$ cat src/rtl/instr_sequencer_pkg.sv
// instr_sequencer_pkg: shared definitions for the 9-bit accumulator processor
// control sequencer.
//   seq_state_t      - sequencer FSM state encoding
//   OP_*             - 4-bit opcodes, found in IrQ[8:5]
//   MEM_TIMEOUT_DEF  - default watchdog limit (cycles in MEM without an ack)
//   CNT_W_DEF        - default performance counter width
package instr_sequencer_pkg;

    typedef enum logic [2:0] {
        S_IDLE  = 3'd0,
        S_FETCH = 3'd1,
        S_EXEC  = 3'd2,
        S_MEM   = 3'd3,
        S_WB    = 3'd4,
        S_HALT  = 3'd5
    } seq_state_t;

    localparam logic [3:0] OP_ASSIGN = 4'h0;
    localparam logic [3:0] OP_ADD    = 4'h1;
    localparam logic [3:0] OP_SUB    = 4'h2;
    localparam logic [3:0] OP_AND    = 4'h3;
    localparam logic [3:0] OP_OR     = 4'h4;
    localparam logic [3:0] OP_MOV    = 4'h5;
    localparam logic [3:0] OP_LW     = 4'h6;
    localparam logic [3:0] OP_SW     = 4'h7;
    localparam logic [3:0] OP_CLRSC  = 4'h8;
    localparam logic [3:0] OP_JMP    = 4'h9;
    localparam logic [3:0] OP_BEQ    = 4'hA;
    localparam logic [3:0] OP_BNE    = 4'hB;
    localparam logic [3:0] OP_BGE    = 4'hC;
    // 4'hD and 4'hE are unassigned and execute as NOP.
    localparam logic [3:0] OP_HALT   = 4'hF;

    localparam int MEM_TIMEOUT_DEF = 15;
    localparam int CNT_W_DEF       = 16;

endpackage

$ cat src/rtl/instr_sequencer_if.sv
// instr_sequencer_if: data memory req/ack handshake.
//   MemReq - request, held for the whole MEM state
//   MemWe  - write qualifier for MemReq (store)
//   MemAck - access complete, from the memory
// master: sequencer side; slave: data memory side.
interface instr_sequencer_if;
    logic MemReq;
    logic MemWe;
    logic MemAck;

    modport master (output MemReq, output MemWe, input MemAck);
    modport slave  (input MemReq, input MemWe, output MemAck);
endinterface

$ cat src/rtl/instr_sequencer_seq_decode.sv
// seq_decode: combinational opcode class decode from the latched instruction.
// Ports:
//   op        in  4  opcode, IrQ[8:5]
//   sel       in  1  IrQ[4], MOV direction (0: to accumulator, 1: to reg file)
//   is_mem    out 1  LW or SW, needs the MEM state
//   is_store  out 1  SW
//   is_branch out 1  BEQ/BNE/BGE/JMP, may load the PC with a target
//   acc_wr    out 1  writes the accumulator in WB
//   rf_wr     out 1  writes the register file in WB
//   sc_en     out 1  updates the carry register in WB
//   sc_clr    out 1  clears the carry register in WB
module seq_decode
    import instr_sequencer_pkg::*;
(
    input  logic [3:0] op,
    input  logic       sel,
    output logic       is_mem,
    output logic       is_store,
    output logic       is_branch,
    output logic       acc_wr,
    output logic       rf_wr,
    output logic       sc_en,
    output logic       sc_clr
);

    always_comb begin
        is_mem    = 1'b0;
        is_store  = 1'b0;
        is_branch = 1'b0;
        acc_wr    = 1'b0;
        rf_wr     = 1'b0;
        sc_en     = 1'b0;
        sc_clr    = 1'b0;
        case (op)
            OP_ADD, OP_SUB: begin
                acc_wr = 1'b1;
                sc_en  = 1'b1;
            end
            OP_AND, OP_OR, OP_ASSIGN: acc_wr = 1'b1;
            OP_MOV: begin
                acc_wr = !sel;
                rf_wr  = sel;
            end
            OP_LW: begin
                is_mem = 1'b1;
                rf_wr  = 1'b1;
            end
            OP_SW: begin
                is_mem   = 1'b1;
                is_store = 1'b1;
            end
            OP_CLRSC: sc_clr = 1'b1;
            OP_JMP, OP_BEQ, OP_BNE, OP_BGE: is_branch = 1'b1;
            default: ;
        endcase
    end

endmodule

$ cat src/rtl/instr_sequencer.sv
// instr_sequencer: multi-cycle control sequencer for the 9-bit accumulator
// processor. Steps each instruction through FETCH, EXEC, optional MEM and WB,
// issuing one-cycle write and PC-update strobes in WB.
// Ports:
//   Clk, Reset_n        clock, asynchronous active-low reset
//   Start               level, sampled only in IDLE or HALT
//   Instruction[8:0]    ROM output at the current PC
//   AluZero, AluGe      ALU flags, sampled in EXEC for branches
//   mem                 data memory req/ack handshake (master side)
//   IrQ[8:0]            latched instruction
//   AccWe, RfWe         accumulator / register file write strobes
//   ScEn, ScClr         carry register enable / clear
//   PcInc, PcJump       PC += 1 / PC <= target
//   Done, Err           halted / halted by memory timeout
//   CycleCnt, InstrCnt  performance counters
// Optional feature: define SEQ_PERF_CNT_EN to build the saturating
// performance counters; otherwise CycleCnt/InstrCnt read as 0.
module instr_sequencer
    import instr_sequencer_pkg::*;
#(
    parameter int MEM_TIMEOUT = MEM_TIMEOUT_DEF,
    parameter int CNT_W       = CNT_W_DEF
) (
    input  logic                Clk,
    input  logic                Reset_n,
    input  logic                Start,
    input  logic [8:0]          Instruction,
    input  logic                AluZero,
    input  logic                AluGe,
    instr_sequencer_if.master   mem,
    output logic [8:0]          IrQ,
    output logic                AccWe,
    output logic                RfWe,
    output logic                ScEn,
    output logic                ScClr,
    output logic                PcInc,
    output logic                PcJump,
    output logic                Done,
    output logic                Err,
    output logic [CNT_W-1:0]    CycleCnt,
    output logic [CNT_W-1:0]    InstrCnt
);

    localparam int WD_W = $clog2(MEM_TIMEOUT + 1);
    localparam logic [WD_W-1:0] WD_LAST = WD_W'(MEM_TIMEOUT - 1);

    seq_state_t      state;
    logic [8:0]      ir_q;
    logic            taken;
    logic            err_q;
    logic [WD_W-1:0] wd;

    logic is_mem, is_store, is_branch, acc_wr, rf_wr, sc_en, sc_clr;
    logic branch_cond;

    seq_decode u_dec (
        .op        (ir_q[8:5]),
        .sel       (ir_q[4]),
        .is_mem    (is_mem),
        .is_store  (is_store),
        .is_branch (is_branch),
        .acc_wr    (acc_wr),
        .rf_wr     (rf_wr),
        .sc_en     (sc_en),
        .sc_clr    (sc_clr)
    );

    // Condition for the branch class; JMP is unconditional.
    always_comb begin
        case (ir_q[8:5])
            OP_BEQ:  branch_cond = AluZero;
            OP_BNE:  branch_cond = !AluZero;
            OP_BGE:  branch_cond = AluGe;
            default: branch_cond = 1'b1;
        endcase
    end

    always_ff @(posedge Clk or negedge Reset_n) begin
        if (!Reset_n) begin
            state <= S_IDLE;
            ir_q  <= '0;
            taken <= 1'b0;
            err_q <= 1'b0;
            wd    <= '0;
        end else begin
            case (state)
                S_IDLE: if (Start) state <= S_FETCH;
                S_FETCH: begin
                    ir_q  <= Instruction;
                    state <= S_EXEC;
                end
                S_EXEC: begin
                    taken <= is_branch && branch_cond;
                    // EXEC is the only way into MEM, so the watchdog is
                    // cleared here for every memory access.
                    wd    <= '0;
                    if (ir_q[8:5] == OP_HALT) state <= S_HALT;
                    else if (is_mem)          state <= S_MEM;
                    else                      state <= S_WB;
                end
                S_MEM: begin
                    // Ack takes priority over an expiring watchdog.
                    if (mem.MemAck) begin
                        state <= S_WB;
                    end else if (wd == WD_LAST) begin
                        err_q <= 1'b1;
                        state <= S_HALT;
                    end else begin
                        wd <= wd + 1'b1;
                    end
                end
                S_WB: state <= S_FETCH;
                S_HALT: begin
                    if (Start) begin
                        err_q <= 1'b0;
                        state <= S_FETCH;
                    end
                end
                default: state <= S_IDLE;
            endcase
        end
    end

    // Moore outputs: decoded from state and registers only, so a reset
    // pulls them all low without waiting for a clock.
    assign mem.MemReq = (state == S_MEM);
    assign mem.MemWe  = (state == S_MEM) && is_store;
    assign IrQ        = ir_q;
    assign AccWe      = (state == S_WB) && acc_wr;
    assign RfWe       = (state == S_WB) && rf_wr;
    assign ScEn       = (state == S_WB) && sc_en;
    assign ScClr      = (state == S_WB) && sc_clr;
    assign PcInc      = (state == S_WB) && !taken;
    assign PcJump     = (state == S_WB) && taken;
    assign Done       = (state == S_HALT);
    assign Err        = err_q;

`ifdef SEQ_PERF_CNT_EN
    logic [CNT_W-1:0] cyc_cnt, ins_cnt;
    logic             start_acc, active;

    assign start_acc = ((state == S_IDLE) || (state == S_HALT)) && Start;
    assign active    = (state != S_IDLE) && (state != S_HALT);

    always_ff @(posedge Clk or negedge Reset_n) begin
        if (!Reset_n) begin
            cyc_cnt <= '0;
            ins_cnt <= '0;
        end else if (start_acc) begin
            cyc_cnt <= '0;
            ins_cnt <= '0;
        end else begin
            if (active && (cyc_cnt != '1))           cyc_cnt <= cyc_cnt + 1'b1;
            if ((state == S_WB) && (ins_cnt != '1)) ins_cnt <= ins_cnt + 1'b1;
        end
    end

    assign CycleCnt = cyc_cnt;
    assign InstrCnt = ins_cnt;
`else
    assign CycleCnt = '0;
    assign InstrCnt = '0;
`endif

endmodule

$ cat src/flat_wrapper.sv
// flat-port wrapper written by rule: the top's interface ports become plain ports
module instr_sequencer_flat import instr_sequencer_pkg::*;
#(
    parameter int MEM_TIMEOUT = MEM_TIMEOUT_DEF,
    parameter int CNT_W       = CNT_W_DEF
)
  (Clk, Reset_n, Start, Instruction, AluZero, AluGe, IrQ, AccWe, RfWe, ScEn, ScClr, PcInc, PcJump, Done, Err, CycleCnt, InstrCnt, mem_MemReq, mem_MemWe, mem_MemAck);
  instr_sequencer_if mem_i ();
  input  logic Clk;
  input  logic Reset_n;
  input  logic Start;
  input  logic [8:0] Instruction;
  input  logic AluZero;
  input  logic AluGe;
  output logic [8:0] IrQ;
  output logic AccWe;
  output logic RfWe;
  output logic ScEn;
  output logic ScClr;
  output logic PcInc;
  output logic PcJump;
  output logic Done;
  output logic Err;
  output logic [CNT_W-1:0] CycleCnt;
  output logic [CNT_W-1:0] InstrCnt;
  output wire logic [$bits(mem_i.MemReq)-1:0] mem_MemReq;
  output wire logic [$bits(mem_i.MemWe)-1:0] mem_MemWe;
  input wire logic [$bits(mem_i.MemAck)-1:0] mem_MemAck;
  assign mem_MemReq = mem_i.MemReq;
  assign mem_MemWe = mem_i.MemWe;
  assign mem_i.MemAck = mem_MemAck;
  instr_sequencer #(.MEM_TIMEOUT(MEM_TIMEOUT), .CNT_W(CNT_W)) u_core (.Clk(Clk), .Reset_n(Reset_n), .Start(Start), .Instruction(Instruction), .AluZero(AluZero), .AluGe(AluGe), .mem(mem_i), .IrQ(IrQ), .AccWe(AccWe), .RfWe(RfWe), .ScEn(ScEn), .ScClr(ScClr), .PcInc(PcInc), .PcJump(PcJump), .Done(Done), .Err(Err), .CycleCnt(CycleCnt), .InstrCnt(InstrCnt));
endmodule
$ cat config.mk
export PLATFORM = sky130hd
export DESIGN_NAME = instr_sequencer_flat
export DESIGN_NICKNAME = d
export VERILOG_FILES = /design/src/rtl/instr_sequencer_pkg.sv /design/src/rtl/instr_sequencer_if.sv /design/src/rtl/instr_sequencer_seq_decode.sv /design/src/rtl/instr_sequencer.sv /design/src/flat_wrapper.sv
export SDC_FILE = /design/constraint.sdc
export NUM_CORES = 1
export LEC_CHECK = 0
export CAP_MARGIN = 20
export CORE_MARGIN = 5
export CORE_UTILIZATION = 39
export DETAILED_ROUTE_END_ITERATION = 7
export PLACE_DENSITY = 0.88
export SYNTH_ARGS = -nofsm -noshare
export SYNTH_HDL_FRONTEND = slang
export SYNTH_SLANG_ARGS = --single-unit
$ cat constraint.sdc
create_clock -name Clk -period 1.65 [get_ports Clk]
set_input_delay 0.2475 -clock Clk [delete_from_list [all_inputs] [get_ports Clk]]
set_output_delay 0.2475 -clock Clk [all_outputs]
set_load 0.005 [all_outputs]
* Word level (Yosys, flattened, before mapping)
Index checks and enable logic that the tools add are counted.
** Cells by class
- Add/subtract/negate cells :: 1
- Equal/unequal tests :: 25
- Muxes and demuxes :: 21
- Reductions and logical operators :: 23
** Operators by type and width (number)
- $eq A4 B4 Y1 const B :: 7
- $eq A4 B3 Y1 const B :: 4
- $mux W3 :: 5
- $pmux W3 S5 :: 1
- $eq A4 B2 Y1 const B :: 2
- $logic_and A1 B1 Y1 :: 8
- $mux W1 :: 8
- $mux W4 :: 2
- $pmux W4 S2 :: 1
- $eq A3 B2 Y1 const B :: 2
- $eq A3 B3 Y1 const B :: 2
- $ne A2 B2 Y1 const B :: 3
- $pmux W1 S2 :: 3
- $reduce_or A2 Y1 :: 3
- $reduce_or A5 Y1 :: 1
- $add A4 B1 Y4 const B :: 1
- $eq A4 B1 Y1 const B :: 1
- $logic_not A4 Y1 :: 1
- $ne A2 B1 Y1 const B :: 2
- $reduce_and A4 Y1 :: 1
- $reduce_bool A2 Y1 :: 2
- $reduce_or A4 Y1 :: 1
- $eq A3 B1 Y1 const B :: 1
- $logic_not A1 Y1 :: 3
- 5 further kinds :: 5
** Word-level totals
- Bits in registers :: 18
- Input bits :: 15
- Output and inout port bits :: 51
- Word-level logic and storage cells :: 75

* Logic depth before layout (Yosys ltp)
Gate-level depths: netlist of run 1.
- Depth after elaboration :: 6
- Depth in mapped cells :: 5
- Gate-level depth less buffers :: 5

* By module
A second synthesis of run 1 with hierarchy kept.
** Second synthesis, totals
- Cell total of the unflattened synthesis :: 133
- Area, all modules :: 1283.7 um2
** By module, submodules not included
- instr_sequencer :: instances 1, cells an instance 118, area an instance 1179.9 um2, sequential area each 450.4 um2
- seq_decode :: instances 1, cells an instance 15, area an instance 103.8 um2, sequential area each 0.0 um2

* Worst setup path after synthesis of run 1
Ideal clock, no wire load.
- Path type :: register -> output
- Start point :: register u_core.ir_q[6] (netlist: u_core.IrQ[6])
- End point :: output RfWe
- Arrival time :: 1.163 ns
- Data required time :: 1.402 ns
- Path slack :: 0.240 ns
- Stages on the path, launching flop included :: 4
- Buffers on the path :: 1
- Path through :: dfrtp_1 clkbuf_1 mux2_2 nor3b_1
** Between the ends
- Word-level cells in the longest chain between the ends :: 3
- Elaborated cells on any way between the ends :: 4
- Those cells by class :: eq/ne: 2; mux: 1; reduce/logical: 1
** Ends and longest elaborated chain
- from (decl) :: RTL line instr_sequencer.sv:48 : logic [8:0] ir_q;
- from (signal assigned) :: RTL line instr_sequencer.sv:89 : ir_q <= Instruction;
- $eq A4 B3 Y1 :: RTL line instr_sequencer_seq_decode.sv:34 : case (op)
- $pmux W1 S2 (*) :: RTL line instr_sequencer_seq_decode.sv:34
- $logic_and A1 B1 Y1 (*) :: RTL line instr_sequencer.sv:130 : assign RfWe = (state == S_WB) && rf_wr;
- to (decl) :: RTL line flat_wrapper.sv:17 : output logic RfWe;
Mark *: on every way between the ends. The rest lies on a longest branch, timed or not.

* Final worst setup path of run 1
- Start point :: register u_core.ir_q[5] (netlist: u_core.IrQ[5])
- End point :: output RfWe
Same word-level chain as after synthesis.

==> impl_results.md, run 1 <==
- Ys async rst share: 100%
- Global-route wire length before repair: 4140 µm
- Syn avg cell area: 9.84 µm²
- Critical path class: reg2out
- Row cnt: 20
- Worst-path fanout max: 2
- Crit path from: u_core.IrQ[5]
- R2r startpoint: u_core.state[0]
- RSZ-0062 raised after global routing: yes
- Syn Inst Count: 129
- Unique masters post-synth: 36
- CP max stage delay: 400 ps
- EDFF count, synth: 0
- Setup crit start kind: flip-flop
- Crit path capture type: primary output
- Nets: 198
- Worst-skew pair later-pin latency: 290 ps
- Most frequent cell after synthesis: buf_4
- Final hold violation count: 0
- Power Dens Cells: 1510 nW/µm²
- Core ar.: 3080 µm²
- Clock Path Buffers: 2
- CP Buf/Inv Count: 3
- Top cell type by total area after synthesis: dfrtp_1
- Initial DRC Count: 11
- Register bit total from synthesis: 18
- Fraction of layout cells with a size suffix above 1: 31.7%
- Dpl ws: -86.9 ps
- Max_cap viols: 0
- Final core occ: 55.7%
- Average via count per standard cell: 4.52
- Worst-path cell chain: buf_6 > buf_6 > mux2_4 > nor3b_2 > buf_2
- Internal reg-to-reg setup slack: 180 ps
- Tot Pwr: 2.59 mW
- DR pass1 iterations: 4
- Routed wire length: 2850 µm
- Fmax: 591 MHz
- Starting Density: 41.2%
- Synth Cell Area: 1270 µm²
- Reg-to-Reg End: u_core.taken
- Fin Hold WS: 274 ps
- Post-synth top cells: 35 x buf_4, 18 x dfrtp_1, 10 x mux2_2
- Total CTS buffers: 3
- Outcome: complete, but fails checks
- Area fraction of the dominant cell type after synthesis: 35.5%
- Reg clk slew, reported paths: 110 ps
- PortBufs: 33
- CP max stage cell: dfrtp_1
- Largest net degree at the start of global routing: 19
- IO Count: 66
- Endpoints failing setup: 1
- Final Max Tran Viols: 0
- Die area: 4490 µm²
- Peak VDD IR: 609 µV
- Vias in the first global route: 897
- Antenna Cells: 0
- CTS Root Cell: clkbuf_4
- Clock Sinks: 18
- CTS H-tree depth: 1
- Critical path's top delay family: flip-flops
- Critical path depth: 5
- CTS tree: done
- Die height: 67.0 µm
- Layout overhead on the synthesized area: 35.0%
- # DRC: 0
- Most used cell, CP: buf_6
- Drt wl/cell: 12.7 µm
- Post-route ant nets: 0
- End of the critical path: RfWe
- Worst Path Arrival: 1450 ps
- Area contributors post-synth: dfrtp_1 36%, buf_4 21%, mux2_2 8.9%, mux2i_1 2.4%, ha_1 2.0%
- Final worst slack: -43.0 ps
- Required time of the critical path: 1400 ps
- Initial antenna violation count: 0
- Worst clock skew: 1.23 ps
- DPL Wire Length: 2030 µm
- Leak Pwr: 0.859 nW
- Sequential-to-total area share from yosys stat: 35.5%
- Top_reg_cell synth: dfrtp_1
- Fin crit share: 103%
- Violated checks: setup timing
- Total grt overflow: 0
- GRT Overall Usage: 12.1%
- Hold Crit Class: in2async
- Min Tclk post-route: 1690 ps
- Via count: 1012
- Worst r2r path cells: 4
- Horiz. Die Dim: 67.0 µm
- GP Congestion: 0.743
- Fill cells: 297
- YS warnings: 0
cell usage in the layout (no fill, tap or decap), types with 3 or more instances in the layout:
cell type	instances
buf_2	5
buf_4	16
buf_6	7
clkbuf_2	3
clkbuf_4	3
clkdlybuf4s50_1	22
conb_1	32
dfrtp_1	17
mux2_2	9
mux2i_1	3
nand2_1	5
nand3_1	3
nor3_1	3
o21ai_0	3
timing repair:
item,in CTS,in global routing
gates resized for setup,32,18
endpoints found under the setup margin,9,9
buffers inserted,6,2
hold buffers,0,0
pin swaps,1,5
stage by stage:
stage | TNS, ps | instances | cell area [µm²]
final | -43.0 | 224 | 1710
after global placement | -107 | 213 | 1590
after global routing | -337 | 224 | 1710
after detailed placement | -195 | 213 | 1590
after floorplan | 0 | 160 | 1390
after CTS | -100 | 222 | 1660
report_power, final:
part           internal [mW]  total (mW)  switching (mW)
Combinational          0.955        1.56           0.604
Sequential             0.620       0.761           0.141
Clock                  0.134       0.276           0.141
Total                   1.71        2.59           0.886
worst register-to-register path: stages (launching register included):
cell	delay, ps
dfrtp_1	410
buf_6	140
or3b_1	520
a31oi_1	210
a21oi_1	90
cells by family after synthesis:
family	count (synthesis)	share of synthesized area (%)
AND/OR/NAND/NOR	34	17.3
other	1	0.296
XOR/XNOR	1	0.690
AO/OA/AOI/OAI	16	8.48
flip-flops	18	35.5
buffers and inverters	44	24.6
multiplexers	13	11.2
adder cells (fa/ha/maj)	2	1.97
flip-flops by register name, summed over array words and instances (netlist names):
name          flops
u_core.taken      1
u_core.wd         4
u_core.IrQ        9
u_core.Err        1
u_core.state      3
cell type report:
class	count	area, µm²	area share [%]
multi-input cells	98	666	38.9
repair buffers	56	489	28.6
clock buffers	4	36.3	2.12
well taps	44	55.1	3.21
inverters	4	15.0	0.877
flip-flops and latches	18	452	26.4
routing by layer:
layer | track usage (%) | share of wire, % | up-vias
met5 | 0 | 0 | -
met4 | 3.04 | 1.2 | 0
met3 | 2.70 | 6.0 | 4
met2 | 22.2 | 55 | 32
met1 | 13.9 | 38 | 493
li1 | - | - | 483
worst min-delay path by stage:
stage,startpoint,depth (start not counted),end
global placement,u_core.IrQ[0],1,u_core.IrQ[0]
finish,Reset_n,2,u_core.IrQ[7]
detailed placement,u_core.IrQ[1],1,u_core.IrQ[1]
global route,Reset_n,2,u_core.IrQ[1]
CTS,Reset_n,2,u_core.IrQ[7]
floorplan,Reset_n,0,u_core.Err
Note: power is estimated with default switching activity, not from simulation.
==> run 2: changes to the inputs <==
--- a/config.mk
+++ b/config.mk
@@ -10,6 +10,7 @@
 export CORE_UTILIZATION = 39
 export DETAILED_ROUTE_END_ITERATION = 7
 export PLACE_DENSITY = 0.88
+export SLEW_MARGIN = 20
 export SYNTH_ARGS = -nofsm -noshare
 export SYNTH_HDL_FRONTEND = slang
 export SYNTH_SLANG_ARGS = --single-unit
==> constraint.sdc (replaced) <==
create_clock -name Clk -period 1.7 [get_ports Clk]
set_input_delay 0.255 -clock Clk [delete_from_list [all_inputs] [get_ports Clk]]
set_output_delay 0.255 -clock Clk [all_outputs]
set_load 0.005 [all_outputs]
==> run 2 against run 1 <==
  * The run now ends clean
  * Clock-buffer cell count unchanged
  * Clock power decreased by 4%
  * Sequential cell count unchanged
  * Combinational power decreased by 13%
  * Hold slack improved by 20 ps
  * Critical path depth unchanged
  * Routed wire length decreased by 2.3%
  * Worst setup slack improved by 110 ps
  * Sequential power decreased by 3.4%
  * Die area unchanged
  * Largest power group unchanged
==> impl_results.md, run 2 (synthesis results as in run 1) <==
- Register area: 450 µm²
- Die area: 4490 µm²
- Critical path's top delay family: flip-flops
- Worst clock skew: 5.19 ps
- Worst-skew pair later-pin latency: 290 ps
- Post-route design area: 1650 µm²
- Post-CTS Hold Buffers: 0
- Global-route wire length before repair: 4200 µm
- Fmax: 612 MHz
- Cell Area, Placed: 1570 µm²
- Nets: 193
- Final worst slack: 65.3 ps
- Endpoints failing setup: 0
- Layout overhead on the synthesized area: 29.7%
- Initial DRC Count: 39
- Setup crit start kind: flip-flop
- Clock Path Buffers: 2
- RSZ-0062 raised after global routing: yes
- Most frequent cells in the layout: 32 x conb_1, 24 x clkdlybuf4s50_1, 18 x dfrtp_1
- Worst-path fanout max: 7
- # DRC: 0
- Post-route ant nets: 0
- Power Dens Cells: 1430 nW/µm²
- PortBufs: 33
- Dpl ws: -37.6 ps
- Crit path capture type: primary output
- Starting Density: 41.2%
- Min Tclk post-route: 1630 ps
- Max_cap viols: 0
- GRT Overall Usage: 12.3%
- Row cnt: 20
- CTS Root Cell: clkbuf_4
- CTS H-tree depth: 1
- Average via count per standard cell: 4.46
- IO Count: 66
- Final core occ: 53.5%
- Total CTS buffers: 3
- Routed wire length: 2790 µm
- Sum Neg Setup Slack: 0 ps
- DPL Wire Length: 2080 µm
- GP Congestion: 0.753
- Via count: 977
- Core ar.: 3080 µm²
- DR pass1 iterations: 4
- Largest net degree at the start of global routing: 19
- Clock Sinks: 18
- Critical path class: reg2out
- CP max stage delay: 410 ps
- Total grt overflow: 0
- Required time of the critical path: 1440 ps
- Fill cells: 300
- Reg clk slew, reported paths: 110 ps
- CP Buf/Inv Count: 3
- Antenna Cells: 0
- Hold Crit Class: in2async
- Horiz. Die Dim: 67.0 µm
- Largest register FFs: 9
- Final hold violation count: 0
- Drt wl/cell: 12.7 µm
- CP max stage cell: dfrtp_1
- Initial antenna violation count: 0
- CTS tree: done
- Vias in the first global route: 948
- Die height: 67.0 µm
- Worst Path Arrival: 1380 ps
- Worst-path cell chain: buf_6 > buf_4 > nor2_2 > and4b_1 > clkbuf_2
- Outcome: finished, final reports clean
- Leak Pwr: 0.808 nW
- Fin crit share: 96.2%
- Final Max Tran Viols: 0
- Multi-input logic area: 653 µm²
- Peak VDD IR: 531 µV
- Fraction of layout cells with a size suffix above 1: 28.0%
- Commonest non-fill, non-tap cell in the layout: conb_1
[run 2: path summary, 6_finish.rpt]
kind                                       to       startpoint  slack, ps  cells after the start
worst min register to register  u_core.IrQ[1]    u_core.IrQ[1]        520                      1
worst max register to register   u_core.taken  u_core.state[0]        200                      4
min in group Clk                u_core.IrQ[1]    u_core.IrQ[1]        520                      1
worst min-delay path             u_core.wd[0]          Reset_n        290                      2
worst max-delay path                    ScClr    u_core.IrQ[6]         70                      5
max in group asynchronous       u_core.IrQ[5]          Reset_n       1210                      2
[run 2: routing by layer]
layer	part of all wire, %	track usage (%)	vias to the layer above
met2	55	22.1	34
met5	0	0	-
li1	-	-	472
met4	0.47	4.56	0
met3	5.5	2.19	2
met1	39	14.2	469
[run 2: report_power, final]
group,total (mW),internal (mW),switching (mW)
Clock,0.264,0.130,0.133
Sequential,0.735,0.599,0.136
Combinational,1.36,0.817,0.542
[run 2: cell type report]
cell class | instances | area share, %
Tap cell | 44 | 3.35
Sequential cell | 18 | 27.4
Timing Repair Buffer | 51 | 26.5
Multi-Input combinational cell | 98 | 39.7
Clock buffer | 4 | 2.21
Inverter | 4 | 0.913
[run 2: repair_timing]
item | 4_1_cts | 5_1_grt
buffers inserted | 1 | 4
pin swaps | 1 | 3
endpoints found under the setup margin | 9 | 7
endpoints found under the hold margin | 0 | 0
gates resized for setup | 27 | 10
[run 2: stage by stage]
stage          hold slack (ps)  std cells  total power, mW
2_1_floorplan            -40.6        160             1.49
3_3_place_gp               493        210             1.94
3_5_place_dp               501        210             1.98
4_1_cts                    279        215             2.29
5_1_grt                    288        219             2.55
6_report                   294        219             2.36
==> run 3: changes to the inputs <==
--- a/config.mk
+++ b/config.mk
@@ -6,7 +6,7 @@
 export NUM_CORES = 1
 export LEC_CHECK = 0
 export CAP_MARGIN = 20
-export CORE_MARGIN = 5
+export CORE_MARGIN = 4
 export CORE_UTILIZATION = 39
 export DETAILED_ROUTE_END_ITERATION = 7
 export PLACE_DENSITY = 0.88
==> constraint.sdc (replaced) <==
create_clock -name Clk -period 1.6 [get_ports Clk]
set_input_delay 0.48 -clock Clk [delete_from_list [all_inputs] [get_ports Clk]]
set_output_delay 0.48 -clock Clk [all_outputs]
set_load 0.005 [all_outputs]
==> run 3 against run 2 <==
  * Clock skew fell by 0.62 ps
  * Sequential cell count unchanged
  * Combinational power increased by 57%
  * Worst setup slack got worse by 420 ps
  * Largest power group unchanged
  * Critical path depth unchanged
  * Via count rose by 15%
  * First-iteration DRC count fell by 5.1%
  * The flow now finishes with violations (setup timing)
==> impl_results.md, run 3 (synthesis results as in run 1) <==
- Violated checks: setup timing
- PortBufs: 33
- Setup crit start kind: flip-flop
- Peak VDD IR: 745 µV
- Dpl ws: -337 ps
- Switching Share: 35.4%
- Row cnt: 20
- Layout overhead on the synthesized area: 53.2%
- Required time of the critical path: 1120 ps
- Vias in the first global route: 1057
- Cell Area, Placed: 1630 µm²
- Final worst slack: -356 ps
- Final hold violation count: 0
- Min Tclk post-route: 1960 ps
- Outcome: complete, but fails checks
- Sequential Power Share: 24.6%
- Starting Density: 41.2%
- Core ar.: 3080 µm²
- IO Count: 66
- Worst Path Arrival: 1480 ps
- Die height: 65.0 µm
- Routed wire length: 3690 µm
- Initial DRC Count: 37
- RSZ-0062 raised after global routing: yes
- Largest register FFs: 9
- Final Max Tran Viols: 0
- Fill cells: 243
- Hold Crit Class: in2async
- DR pass1 iterations: 4
- Horiz. Die Dim: 65.0 µm
- Endpoints failing setup: 21
- Total CTS buffers: 3
- Post-route ant nets: 0
- Antenna Cells: 0
- Crit path capture type: primary output
- Die area: 4230 µm²
- Fraction of layout cells with a size suffix above 1: 42.6%
- Fin Hold WS: 508 ps
- CTS H-tree depth: 1
- Power Dens Cells: 1650 nW/µm²
- Worst-path fanout max: 3
- Combinational fraction of design power: 66.4%
- Via count: 1127
- Clock Path Buffers: 2
- Worst clock skew: 4.57 ps
- Worst-skew pair later-pin latency: 290 ps
- # DRC: 0
- CTS Root Cell: clkbuf_4
- Largest net degree at the start of global routing: 19
- Internal power: 2.07 mW
- Post-route design area: 1940 µm²
- Global-route wire length before repair: 5280 µm
- Tot Pwr: 3.21 mW
- Post-CTS Hold Buffers: 0
- Drt wl/cell: 15.3 µm
- Total grt overflow: 0
- GP Congestion: 0.762
- Commonest non-fill, non-tap cell in the layout: conb_1
- Net Switching: 1.14 mW
- Most frequent cells in the layout: 32 x conb_1, 26 x buf_4, 17 x dfrtp_1
- CTS tree: done
- DPL Wire Length: 2130 µm
- Nets: 215
- GRT Overall Usage: 16.2%
- Fmax: 511 MHz
- Max_cap viols: 0
- Fin crit share: 122%
- Reg clk slew, reported paths: 110 ps
- Average via count per standard cell: 4.68
- Final core occ: 63.1%
- Critical path class: reg2out
- Leak Pwr: 0.979 nW
- Initial antenna violation count: 0
- Clk pwr share: 9.0%
- Clock Sinks: 18
## run 3: worst max-delay path: stages (launching register included)
cell and delay (ps):
dfrtp_1 430, nor3b_4 210, buf_4 140, buf_6 90
and4b_1 200, buf_2 120
## run 3: through the flow
stage	TNS, ps	instances
after floorplan	0	160
after global placement	-2320	217
after detailed placement	-2680	217
after CTS	-2630	237
after global routing	-5240	241
final	-4150	241
## run 3: final timing paths
path                                  from             to  slack (ps)  cells past startpoint
max                        u_core.state[1]          ScClr        -360                      5
min                                Reset_n  u_core.IrQ[8]         510                      2
max reg2reg                u_core.state[1]  u_core.IrQ[3]        -170                      7
min reg2reg                  u_core.IrQ[3]  u_core.IrQ[3]         510                      1
max in group asynchronous          Reset_n  u_core.IrQ[7]         880                      2
min in group Clk             u_core.IrQ[3]  u_core.IrQ[3]         510                      1
## run 3: routing by layer
| layer | track usage [%] | share of wire [%] |
|---|---|---|
| met1 | 18.4 | 36 |
| met2 | 29.6 | 55 |
| met3 | 2.77 | 5.6 |
| met4 | 6.48 | 3.3 |
| met5 | 0 | 0 |
## run 3: area by class of cell
class | count | area [µm²] | share of cell area (%)
multi-input cells | 98 | 736 | 37.9
repair buffers | 73 | 649 | 33.4
flip-flops and latches | 18 | 452 | 23.2
well taps | 44 | 55.1 | 2.83
clock buffers | 4 | 36.3 | 1.87
inverters | 4 | 15.0 | 0.773
## run 3: what timing repair did
action,in CTS,in global routing
buffers inserted,16,3
endpoints found under the setup margin,19,29
gates resized for setup,78,26
pin swaps,6,2
gates cloned,0,1
## run 3: power by group through the flow
stage	combinational [mW]	sequential [mW]	clock [mW]
after detailed placement	1.42	0.777	0
after CTS	1.78	0.762	0.291
after floorplan	0.835	0.763	0
after global placement	1.38	0.772	0
final	2.13	0.788	0.290
after global routing	2.26	0.811	0.307
